**config.mk**
```make
export PLATFORM = sky130hd
export DESIGN_NAME = mem_access_ctrl
export DESIGN_NICKNAME = d
export VERILOG_FILES = /design/src/rtl/mem_access_pkg.sv /design/src/rtl/stack_ptr.sv /design/src/rtl/mem_access_ctrl.sv
export SDC_FILE = /design/constraint.sdc
export NUM_CORES = 1
export LEC_CHECK = 0
export ABC_AREA = 1
export CAP_MARGIN = 0
export CORE_AREA = 2 2 83 85
export DETAILED_ROUTE_END_ITERATION = 7
export DIE_AREA = 0 0 85 87
export GPL_TIMING_DRIVEN = 0
export PLACE_DENSITY = 0.75
export SYNTH_ARGS = -nofsm -noshare
export SYNTH_HDL_FRONTEND = slang
export SYNTH_SLANG_ARGS = --single-unit
```
**constraint.sdc**
```tcl
create_clock -name clk -period 1.7 [get_ports clk]
set_clock_uncertainty 0.05 [all_clocks]
set_input_delay 0.34 -clock clk [delete_from_list [all_inputs] [get_ports clk]]
set_output_delay 0.34 -clock clk [all_outputs]
set_load 0.01 [all_outputs]
```
**src/rtl/mem_access_pkg.sv**
```systemverilog
// Shared types and default sizing for the memory access sequencer.
package mem_access_pkg;

  typedef enum logic [1:0] {
    OP_READ  = 2'b00,
    OP_WRITE = 2'b01,
    OP_PUSH  = 2'b10,
    OP_POP   = 2'b11
  } op_e;

  typedef enum logic [1:0] {
    ST_IDLE     = 2'd0,
    ST_ISSUE    = 2'd1,
    ST_COMPLETE = 2'd2
  } state_e;

  localparam int unsigned DEF_MEM_DEPTH   = 24;
  localparam int unsigned DEF_STACK_DEPTH = 8;
  localparam int unsigned DEF_MAX_STREAK  = 2;

endpackage

```
**src/rtl/stack_ptr.sv**
```systemverilog
// Stack pointer with full/empty flags and push/pop index generation.
// MEM_GUARD_EN selects saturating (0..STACK_DEPTH) instead of modulo arithmetic.
module stack_ptr
  import mem_access_pkg::*;
#(
  parameter int unsigned ADDR_W      = 8,
  parameter int unsigned STACK_DEPTH = DEF_STACK_DEPTH
) (
  input  logic              clk,
  input  logic              rst,
  input  logic              inc,
  input  logic              dec,
  output logic [ADDR_W-1:0] sp,
  output logic              full,
  output logic              empty,
  output logic [ADDR_W-1:0] push_idx,
  output logic [ADDR_W-1:0] pop_idx
);

  localparam logic [ADDR_W-1:0] DEPTH = ADDR_W'(STACK_DEPTH);

  assign full     = (sp == DEPTH);
  assign empty    = (sp == '0);
  assign push_idx = sp;

`ifdef MEM_GUARD_EN
  assign pop_idx = sp - ADDR_W'(1);

  always_ff @(posedge clk or posedge rst) begin
    if (rst) begin
      sp <= '0;
    end else if (inc && !full) begin
      sp <= sp + ADDR_W'(1);
    end else if (dec && !empty) begin
      sp <= sp - ADDR_W'(1);
    end
  end
`else
  localparam logic [ADDR_W-1:0] MASK = ADDR_W'(STACK_DEPTH - 1);

  assign pop_idx = (sp - ADDR_W'(1)) & MASK;

  always_ff @(posedge clk or posedge rst) begin
    if (rst) begin
      sp <= '0;
    end else if (inc) begin
      sp <= (sp + ADDR_W'(1)) & MASK;
    end else if (dec) begin
      sp <= (sp - ADDR_W'(1)) & MASK;
    end
  end
`endif

endmodule

```
**src/rtl/mem_access_ctrl.sv**
```systemverilog
// Fetch/data arbiter and IDLE->ISSUE->COMPLETE sequencer for the shared memory.
// Optional MEM_GUARD_EN rejects out-of-range accesses and stack over/underflow.
module mem_access_ctrl
  import mem_access_pkg::*;
#(
  parameter int unsigned ADDR_W      = 8,
  parameter int unsigned DATA_W      = 8,
  parameter int unsigned MEM_DEPTH   = DEF_MEM_DEPTH,
  parameter int unsigned STACK_DEPTH = DEF_STACK_DEPTH,
  parameter int unsigned MAX_STREAK  = DEF_MAX_STREAK
) (
  input  logic              clk,
  input  logic              rst,
  input  logic              f_req,
  input  logic [ADDR_W-1:0] f_addr,
  output logic              f_ack,
  output logic [DATA_W-1:0] f_data,
  input  logic              d_req,
  input  logic [1:0]        d_op,
  input  logic [ADDR_W-1:0] d_addr,
  input  logic [DATA_W-1:0] d_wdata,
  output logic              d_ack,
  output logic [DATA_W-1:0] d_rdata,
  output logic              d_err,
  output logic              m_read,
  output logic              m_write,
  output logic              m_push,
  output logic              m_pop,
  output logic [ADDR_W-1:0] m_addr,
  output logic [ADDR_W-1:0] m_sp,
  output logic [DATA_W-1:0] m_data_in,
  input  logic [DATA_W-1:0] m_out,
  output logic [ADDR_W-1:0] sp,
  output logic              busy
);

  state_e            state;
  op_e               cur_op;
  logic              cur_fetch;
  logic              cur_rej;
  logic [1:0]        streak;
  logic              full, empty;
  logic [ADDR_W-1:0] push_idx, pop_idx;
  logic              sp_inc, sp_dec;
  op_e               req_op;
  logic              fetch_win, data_win;
  logic              f_rej, d_rej;

  // Data wins unless fetch has already waited MAX_STREAK data grants.
  always_comb begin
    req_op    = op_e'(d_op);
    fetch_win = f_req && (!d_req || (streak == 2'(MAX_STREAK)));
    data_win  = d_req && !fetch_win;
  end

`ifdef MEM_GUARD_EN
  assign f_rej = (f_addr >= ADDR_W'(MEM_DEPTH));
  assign d_rej = ((req_op == OP_READ || req_op == OP_WRITE) && (d_addr >= ADDR_W'(MEM_DEPTH)))
              || ((req_op == OP_PUSH) && full)
              || ((req_op == OP_POP) && empty);
`else
  logic guard_unused;
  assign f_rej        = 1'b0;
  assign d_rej        = 1'b0;
  assign guard_unused = ^{full, empty, ADDR_W'(MEM_DEPTH)};
`endif

  assign sp_inc = (state == ST_ISSUE) && !cur_fetch && !cur_rej && (cur_op == OP_PUSH);
  assign sp_dec = (state == ST_ISSUE) && !cur_fetch && !cur_rej && (cur_op == OP_POP);

  stack_ptr #(
    .ADDR_W      (ADDR_W),
    .STACK_DEPTH (STACK_DEPTH)
  ) u_stack_ptr (
    .clk      (clk),
    .rst      (rst),
    .inc      (sp_inc),
    .dec      (sp_dec),
    .sp       (sp),
    .full     (full),
    .empty    (empty),
    .push_idx (push_idx),
    .pop_idx  (pop_idx)
  );

  always_ff @(posedge clk or posedge rst) begin
    if (rst) begin
      state     <= ST_IDLE;
      cur_op    <= OP_READ;
      cur_fetch <= 1'b0;
      cur_rej   <= 1'b0;
      streak    <= '0;
      f_ack     <= 1'b0;
      f_data    <= '0;
      d_ack     <= 1'b0;
      d_rdata   <= '0;
      d_err     <= 1'b0;
      m_read    <= 1'b0;
      m_write   <= 1'b0;
      m_push    <= 1'b0;
      m_pop     <= 1'b0;
      m_addr    <= '0;
      m_sp      <= '0;
      m_data_in <= '0;
      busy      <= 1'b0;
    end else begin
      case (state)
        ST_IDLE: begin
          if (fetch_win) begin
            state     <= ST_ISSUE;
            busy      <= 1'b1;
            cur_fetch <= 1'b1;
            cur_op    <= OP_READ;
            cur_rej   <= f_rej;
            streak    <= '0;
            m_addr    <= f_addr;
            m_read    <= !f_rej;
          end else if (data_win) begin
            state     <= ST_ISSUE;
            busy      <= 1'b1;
            cur_fetch <= 1'b0;
            cur_op    <= req_op;
            cur_rej   <= d_rej;
            streak    <= f_req ? streak + 2'd1 : 2'd0;
            case (req_op)
              OP_READ: begin
                m_addr <= d_addr;
                m_read <= !d_rej;
              end
              OP_WRITE: begin
                m_addr    <= d_addr;
                m_data_in <= d_wdata;
                m_write   <= !d_rej;
              end
              OP_PUSH: begin
                m_sp      <= push_idx;
                m_data_in <= d_wdata;
                m_push    <= !d_rej;
              end
              OP_POP: begin
                m_sp  <= pop_idx;
                m_pop <= !d_rej;
              end
            endcase
          end else begin
            streak <= '0;
          end
        end
        ST_ISSUE: begin
          state   <= ST_COMPLETE;
          m_read  <= 1'b0;
          m_write <= 1'b0;
          m_push  <= 1'b0;
          m_pop   <= 1'b0;
          if (cur_fetch) begin
            f_ack  <= 1'b1;
            f_data <= cur_rej ? '0 : m_out;
          end else begin
            d_ack <= 1'b1;
            d_err <= cur_rej;
            if (!cur_rej && (cur_op == OP_READ || cur_op == OP_POP)) begin
              d_rdata <= m_out;
            end
          end
        end
        ST_COMPLETE: begin
          state <= ST_IDLE;
          busy  <= 1'b0;
          f_ack <= 1'b0;
          d_ack <= 1'b0;
          d_err <= 1'b0;
        end
        default: state <= ST_IDLE;
      endcase
    end
  end

endmodule

```
After elaboration in Yosys (flattened, before gate mapping)

Cells that the tools add are included.

Register bits: 64
Bits of input ports: 38
Output and inout bits: 56
Logic and storage cells: 122

Add/subtract/negate cells: 3
Eq/ne operators: 17
Muxes and demuxes: 43
Bitwise gates (word level): 2
Reductions and logical operators: 38

Operator list:

| operator                                            | count |
|---|---|
| two-way mux 8 bit                                   | 6 |
| two-way mux 1 bit                                   | 20 |
| AND reduction 4 bit                                 | 5 |
| case mux 1 bit (2 select lines)                     | 8 |
| case mux 8 bit (2 select lines)                     | 1 |
| two-way mux 2 bit                                   | 7 |
| nonzero test 2 bit                                  | 7 |
| equality test 2 bit, second input constant          | 6 |
| AND reduction 2 bit                                 | 5 |
| AND reduction 3 bit                                 | 3 |
| != test 2 bit, second input constant                | 4 |
| logical AND 1 bit                                   | 7 |
| zero test 2 bit                                     | 3 |
| != test 2 x 1 -> 1 bit, second input constant       | 3 |
| equality test 2 x 1 -> 1 bit, second input constant | 2 |
| zero test 1 bit                                     | 4 |
| case mux 2 bit (2 select lines)                     | 1 |
| OR reduction 2 bit                                  | 2 |
| adder 3 x 1 -> 3 bit, second input constant         | 1 |
| != test 3 x 2 -> 1 bit, second input constant       | 1 |
| != test 3 bit, second input constant                | 1 |
| subtractor 3 x 1 -> 3 bit, second input constant    | 1 |
| adder 2 x 1 -> 2 bit, second input constant         | 1 |
| logical OR 1 bit                                    | 2 |
| NOT 1 bit                                           | 2 |

Depth between registers and ports, before layout

Gate-level depths: netlist of the first run.

Depth after elaboration: 8
Depth in mapped cells: 10
Depth with buffers taken out: 10

By module

Synthesis of the first run repeated with hierarchy kept, for this count alone.

Cells, all modules: 354
Area total of the unflattened synthesis: 2,961.6 um^2

By module, submodules not included:

| module          | instances | cells each | area each (um^2) | seq. area each (um^2) |
|---|---|---|---|---|
| mem_access_ctrl | 1         | 301        | 2,591.2          | 1,351.3 |
| stack_ptr       | 1         | 53         | 370.4            | 75.1 |

Least setup slack after synthesis of the first run

OpenSTA, ideal clock, no wires.

Kind: flip-flop to flip-flop
Start point: reg streak[0]
End point: reg m_data_in[0]
Library setup time: 118 ps
Data arrival time: 1,169 ps
Required time: 1,532 ps
Slack: 363 ps
Cell stages (with the launch flop): 10
Path buffers: 1
Clock period less this slack: 1,337 ps
Cells stage by stage: dfrtp_1 inv_1 ha_1 inv_1 nand2_1 nand2_2 nand3_4 buf_6 nand2_1 o21ai_2

Longest elaborated chain between the ends: 6
Elaborated cells between the ends (all ways): 7
Classes of those cells: eq/ne: 1; bitwise: 1; reduce/logical: 5

RTL lines:

| item                            | line                   | source |
|---|---|---|
| start: declaration              | mem_access_ctrl.sv:41  | `logic [1:0] streak;` |
| start signal: assignment        | mem_access_ctrl.sv:124 | `streak <= f_req ? streak + 2'd1 : 2'd0;` |
| equality test 2 bit *           | mem_access_ctrl.sv:52  | `fetch_win = f_req && (!d_req \|\| (streak == 2'(MAX_STREAK)));` |
| logical OR 1 bit *              | mem_access_ctrl.sv:52  |  |
| logical AND 1 bit *             | mem_access_ctrl.sv:52  |  |
| zero test 1 bit                 | mem_access_ctrl.sv:53  | `data_win = d_req && !fetch_win;` |
| logical AND 1 bit               | mem_access_ctrl.sv:53  |  |
| AND reduction 4 bit (no line) * | -                      |  |
| end signal: assignment          | mem_access_ctrl.sv:132 | `m_data_in <= d_wdata;` |
| end signal: assignment          | mem_access_ctrl.sv:137 | `m_data_in <= d_wdata;` |
| end: declaration                | mem_access_ctrl.sv:31  | `output logic [DATA_W-1:0] m_data_in,` |

Mark *: on every way between the ends. The rest lies on a longest branch, timed or not.
A chain may end at the register's enable or synchronous reset.

Worst setup path after layout of the first run

Start point: reg u_stack_ptr.sp[1] (netlist: u_stack_ptr.push_idx[1])
End point: out sp[1]

RTL lines:

| item                     | line                  | source |
|---|---|---|
| start: declaration       | stack_ptr.sv:13       | `output logic [ADDR_W-1:0] sp,` |
| start signal: assignment | stack_ptr.sv:47       | `sp <= (sp + ADDR_W'(1)) & MASK;` |
| start signal: assignment | stack_ptr.sv:49       | `sp <= (sp - ADDR_W'(1)) & MASK;` |
| end: declaration         | mem_access_ctrl.sv:33 | `output logic [ADDR_W-1:0] sp,` |

No word-level cell between the ends.

==> summary.md, run 1 <==
| Metric | Value |
|---|---|
| Arrival @ worst endpoint | 1.24 ns |
| Met3 Track Usage GR | 4.17% |
| Post-synth ARST share | 100% |
| Syn. warnings | 0 |
| DRT antenna net count | 0 |
| Sequential element share of the synthesized area | 51.2% |
| GRT overflow | 0 |
| Die footprint | 0.00740 sq mm |
| Setup crit start kind | flop |
| Tcrit/Tclk final | 95.8% |
| CP max stage delay | 0.55 ns |
| Die H | 87 um |
| Largest area contributor in the netlist | dfrtp_1 |
| Placed cells | 466 |
| Layout cells sized above 1 | 12.8% |
| HPWL after DPL | 4110 um |
| Top cells by count, synth | nand2_1 (98), dfrtp_1 (52), inv_1 (40) |
| Total Routing Usage GR | 15.6% |
| Area contributors post-synth | dfrtp_1 (51%), nand2_1 (14%), inv_1 (5.9%) |
| Post-layout min period | 1.63 ns |
| Starting Density | 38.7% |
| Crit end category | primary output |
| Buf/Inv on CP | 1 |
| P&R area growth vs syn | 44.3% |
| Total power | 6.06 mW |
| WL/cell | 11.4 um |
| Top FF cell, synth | dfrtp_1 |
| Drt initial violations | 106 |
| Core ar. | 0.00657 sq mm |
| Flop and latch count out of synthesis | 52 |
| Global-route met1 utilization | 20.4% |
| CTS Buf Count | 5 |
| CTS tree | done |
| PD cells | 1650 mW/mm^2 |
| CTS sink cnt | 52 |
| Max-Cap Viols | 0 |
| DIE WIDTH | 85 um |
| IO buf count | 82 |
| Rows | 30 |
| Yosys top cell area share | 51.2% |
| Crit-path max FO | 3 |
| LEAKAGE | 1.85 nW |
| Final nets | 444 |
| Diode count | 0 |
| Syn Std Cell Area | 0.00254 sq mm |
| Fin cells | 478 |
| DR DRC count | 0 |
| Final slew viol count | 0 |
| First-pass GRT wire length | 9360 um |
| Post-synth EDFFs | 0 |
| Crit path from | u_stack_ptr.push_idx[1] |
| Vias/cell | 4.40 |
| M2 GR Usage | 25.7% |
| Multi-input gate area | 0.00101 sq mm |
| Clk slew on worst S/H paths | 0.09 ns |
| Outcome | finished clean |
| Final setup violation count | 0 |
| Clk Latency, worst-skew pair | 0.30 ns |
| Most common cell in the synthesized netlist | nand2_1 |
| Crit path max-delay family | buffers and inverters |
| Global route hottest layer | met2 |
| Largest net degree at the start of global routing | 41 |
| I/O pin total | 94 |
| Worst vdd ir | 0.000731 V |
| HP Class | primary input to asynchronous set/reset pin |
| Hold Violations, Final | 0 |
| Initial antenna violation count | 0 |
| Via count | 2104 |
| FF+latch area | 0.00130 sq mm |
| Fmax | 614 MHz |
| Root Driver | clkbuf_8 |
| Clock H-tree levels | 2 |
| Post-synthesis instance total | 293 |
| Fin util | 55.8% |
| DRT Pass-1 Iters | 6 |
| Setup CP Type | flop to primary output |
| Drt total wl | 5470 um |
| Clk buf depth | 2 |
| RD Place Congestion | 0.789 |
| Yosys cell types | 27 |
| Reg2reg start | streak[0] |
| Number of global-route vias before repair | 1970 |
| Critical Path RT | 1.31 ns |
| Filler cells | 596 |
| Cells along the critical path | clkdlybuf4s50_1 |
| Syn_area_per_cell | 8.67 sq um |
| Critical Path Slowest Stage Cell | clkdlybuf4s50_1 |
## per-layer routing
layer	wire length [um]	vias to the layer above	part of all wire (%)
met5	0	-	0
met4	78	0	1.4
met3	386	7	7.1
met2	2640	71	48
met1	2360	948	43
li1	-	1078	-
## path summary, 6_finish.rpt
check                                to  slack [ns]  depth (start not counted)
hold reg to reg               m_addr[7]        0.44                          2
setup / recovery                  sp[1]        0.07                          1
setup reg to reg              m_addr[5]        0.19                         10
min in group clk              m_addr[7]        0.44                          2
hold / removal             m_data_in[4]        0.25                          2
max in group asynchronous     f_data[2]        0.85                          3
## area by class of cell
| cell class | instances | area share [%] |
|---|---|---|
| clock buffers | 6 | 1.98 |
| clock inverters | 2 | 0.956 |
| well taps | 80 | 2.73 |
| multi-input cells | 194 | 27.4 |
| plain buffers | 15 | 3.31 |
| flip-flops and latches | 52 | 35.5 |
| repair buffers | 87 | 23.8 |
| inverters | 42 | 4.30 |
## stage by stage
step	setup WS [ns]	instance area [sq um]	hold WS, ns	TNS, ns
3_3_place_gp	-0.941	3500	0.412	-53.09
2_1_floorplan	0.0521	2580	0.413	0
6_report	0.0710	3670	0.245	0
3_5_place_dp	-0.259	3520	0.421	-4.44
4_1_cts	0.00243	3640	0.253	0
5_1_grt	-0.000226	3670	0.295	-0.000226
## registers in the layout, summed over array words and instances, names as in the netlist
name,count
d_rdata,8
m_addr,8
m_push,1
busy,1
cur_op,2
m_read,1
streak,2
cur_fetch,1
d_ack,1
m_write,1
u_stack_ptr.push_idx,3
state,2
m_pop,1
f_data,8
f_ack,1
m_data_in,8
m_sp,3
## logic make-up (layout without fill, tap and decap cells)
| group | Yosys count | count (layout) | share of synthesized area, % |
|---|---|---|---|
| and+or+nand+nor | 128 | 128 | 22.1 |
| buffers and inverters | 57 | 152 | 11.0 |
| DFF | 52 | 52 | 51.2 |
| AOI/OAI and AO/OA | 42 | 42 | 9.80 |
| adders and majority gates | 9 | 9 | 4.43 |
| xor gates and xnor gates | 4 | 4 | 1.38 |
| other | 1 | 11 | 0.148 |
## power breakdown
| group | switching [mW] | internal [mW] |
|---|---|---|
| sequential | 0.356 | 1.83 |
| clock | 0.406 | 0.438 |
| combinational | 1.45 | 1.58 |
| total | 2.21 | 3.84 |
## placed cells by master (no fill, tap or decap)
cell              n
clkbuf_8          5
xor2_1            2
or2_2             1
buf_4            15
nand2_4           2
conb_1           11
o22ai_1           2
xnor2_1           2
dfrtp_1          51
bufinv_16         1
buf_12            1
ha_1              8
ha_2              1
o21ai_1           1
nor2_8            1
nor2_4            1
buf_2             1
a21oi_1           5
nor2_1           13
nand2_2           2
nor2_2            1
nand3_4           2
o21ai_0          24
clkbuf_1          1
inv_1            39
inv_2             3
o21a_1            1
a21oi_2           1
buf_6             3
dfrtp_2           1
o21ai_2           8
clkinv_2          1
clkdlybuf4s50_1  82
nand3_1           7
nand2_1          98
## what timing repair did
| action | CTS | global route |
|---|---|---|
| setup endpoints to repair | 2 | 11 |
| buffers inserted | 1 | 3 |
| gates resized for setup | 1 | 2 |
| hold buffers | 0 | 0 |
| hold endpoints to repair | 0 | 0 |
Power figures use the tool's default switching activity.
==> inputs of run 2 (changes only) <==
--- a/config.mk
+++ b/config.mk
@@ -11,6 +11,7 @@
 export DETAILED_ROUTE_END_ITERATION = 7
 export DIE_AREA = 0 0 85 87
 export GPL_TIMING_DRIVEN = 0
+export MAX_ROUTING_LAYER = met4
 export PLACE_DENSITY = 0.75
 export SYNTH_ARGS = -nofsm -noshare
 export SYNTH_HDL_FRONTEND = slang
==> summary.md, run 2 (synthesized netlist as in run 1, its figures left out) <==
| Metric | Value |
|---|---|
| Rows | 30 (unchanged) |
| Largest net degree at the start of global routing | 41 (unchanged) |
| Diode count | 0 (unchanged) |
| Power share of the sequential group | 36.1% (about the same) |
| Root Driver | clkbuf_8 |
| Layout cells sized above 1 | 13.3% (+0.44 points) |
| Worst Reg-to-Reg Cells | 10 (unchanged) |
| P&R area growth vs syn | 44.9% |
| HP Class | primary input to asynchronous set/reset pin |
| Psw | 2.22 mW (+0.44%) |
| Final nets | 446 (+0.45%) |
| First-pass GRT wire length | 9360 um (unchanged) |
| CP max stage delay | 0.54 ns (about the same) |
| Via count | 2117 (+0.62%) |
| Post-CTS Hold Fix Bufs | 0 (unchanged) |
| Hold WS | 0.245 ns (+0.000163 ns) |
| Setup TNS | 0 ns (unchanged) |
| GRT overflow | 0 (unchanged) |
| Setup crit start kind | flop |
| DR DRC count | 0 (unchanged) |
| Drt initial violations | 89 (-16%) |
| Buf/Inv on CP | 1 (unchanged) |
| HPWL after DPL | 4110 um (unchanged) |
| Cells along the critical path | clkdlybuf4s50_1 |
| PD cells | 1660 mW/mm^2 (+0.19%) |
| Commonest cells after routing, fill and taps aside | nand2_1 (98), clkdlybuf4s50_1 (82), dfrtp_1 (51) |
| Clock H-tree levels | 2 (unchanged) |
| Number of global-route vias before repair | 1968 (-0.10%) |
| Filler cells | 592 (-0.67%) |
| Final slew viol count | 0 (unchanged) |
| Crit-path max FO | 5 (+2) |
| Vias/cell | 4.41 (+0.20%) |
| Commonest non-fill, non-tap cell in the layout | nand2_1 |
| Clk Latency, worst-skew pair | 0.30 ns (about the same) |
| CTS tree | done |
| RD Place Congestion | 0.800 (+1.4%) |
| Fin util | 56.0% (+0.23 points) |
| WP depth | 1 (unchanged) |
| Critical Path Slowest Stage Cell | clkdlybuf4s50_1 |
| Switch share | 36.5% (-0.061 points) |
| I/O pin total | 94 (unchanged) |
| WL/cell | 11.5 um (+0.68%) |
| DRT Pass-1 Iters | 4 (-2) |
| Hold Violations, Final | 0 (unchanged) |
| Final setup violation count | 0 (unchanged) |
| Logic pwr share | 50.1% (about the same) |
| Worst vdd ir | 0.000731 V (about the same) |
| Die footprint | 0.00740 sq mm (unchanged) |
| Clock share of power | 13.8% (about the same) |
| Starting Density | 38.7% (unchanged) |
| Total Routing Usage GR | 16.1% (+0.44 points) |
| Outcome | finished clean |
| DRT antenna net count | 0 (unchanged) |
| Core ar. | 0.00657 sq mm (unchanged) |
| Initial antenna violation count | 0 (unchanged) |
| Clk buf depth | 2 (unchanged) |
| Clk slew on worst S/H paths | 0.09 ns (about the same) |
| Crit path max-delay family | buffers and inverters |
| Tcrit/Tclk final | 97.1% (+1.2 points) |
| Internal | 3.87 mW (+0.70%) |
| Max-Cap Viols | 0 (unchanged) |
| Die H | 87 um (unchanged) |
| Arrival @ worst endpoint | 1.26 ns (+0.02 ns) |
| Setup CP Type | flop to primary output |
| IO buf count | 82 (unchanged) |
| CTS Buf Count | 5 (unchanged) |
| Crit end category | primary output |
| Fmax | 606 MHz (-1.3%) |
| Critical Path RT | 1.31 ns (about the same) |
| DIE WIDTH | 85 um (unchanged) |
| Drt total wl | 5530 um (+1.1%) |
| CTS sink cnt | 52 (unchanged) |
| Post-layout min period | 1.65 ns (+0.0211 ns) |
| LEAKAGE | 1.86 nW (+0.53%) |
## run 2: cell count changes in the layout (fill, tap and decap cells not counted), sizes merged
| cell | before | now |
|---|---|---|
| buf | 20 | 22 |
## run 2: metrics by stage
step / setup WS (ns) / power, mW / instance area, sq um / cells
after floorplan: 0.0521 / 3.72 / 2580 / 303
after global placement: -0.941 / 5.10 / 3500 / 465
after detailed placement: -0.259 / 5.19 / 3520 / 466
after CTS: 0.00243 / 6.08 / 3640 / 475
after global routing: -0.000230 / 6.57 / 3680 / 480
final: 0.0500 / 6.09 / 3680 / 480
## run 2: routing by layer
layer	up-vias	track usage, %	part of all wire, %
li1	1082	-	-
met1	955	20.4	44
met2	73	25.9	48
met3	7	3.79	6.5
met4	0	4.47	1.4
met5	-	-	0
## run 2: worst paths after layout
kind | startpoint | slack [ns] | end
setup / recovery | u_stack_ptr.push_idx[0] | 0.05 | sp[0]
hold / removal | rst | 0.25 | m_data_in[4]
setup reg to reg | streak[0] | 0.19 | m_addr[5]
hold reg to reg | m_addr[7] | 0.44 | m_addr[7]
max in group asynchronous | rst | 0.85 | f_data[7]
min in group clk | m_addr[7] | 0.44 | m_addr[7]
## run 2: cell type report
class | instances | area (sq um) | area share (%)
clock inverter | 2 | 35.0 | 0.952
clock buffer | 6 | 72.6 | 1.97
timing repair buffer | 89 | 886 | 24.1
multi-input combinational | 194 | 1010 | 27.3
tap | 80 | 100 | 2.72
sequential | 52 | 1300 | 35.4
buffer | 15 | 121 | 3.30
inverter | 42 | 158 | 4.28
## run 2: power by group through the flow
stage                     sequential, mW  combinational, mW  clock, mW
after detailed placement            2.23               2.96          0
final                               2.20               3.05      0.843
after floorplan                     2.43               1.29          0
after CTS                           2.21               3.00      0.866
after global placement              2.22               2.89          0
after global routing                2.28               3.38      0.916
## run 2: repair_timing
| item | 4_1_cts | 5_1_grt |
|---|---|---|
| buffers inserted | 1 | 5 |
| setup endpoints to repair | 2 | 11 |
| gates resized for setup | 1 | 2 |
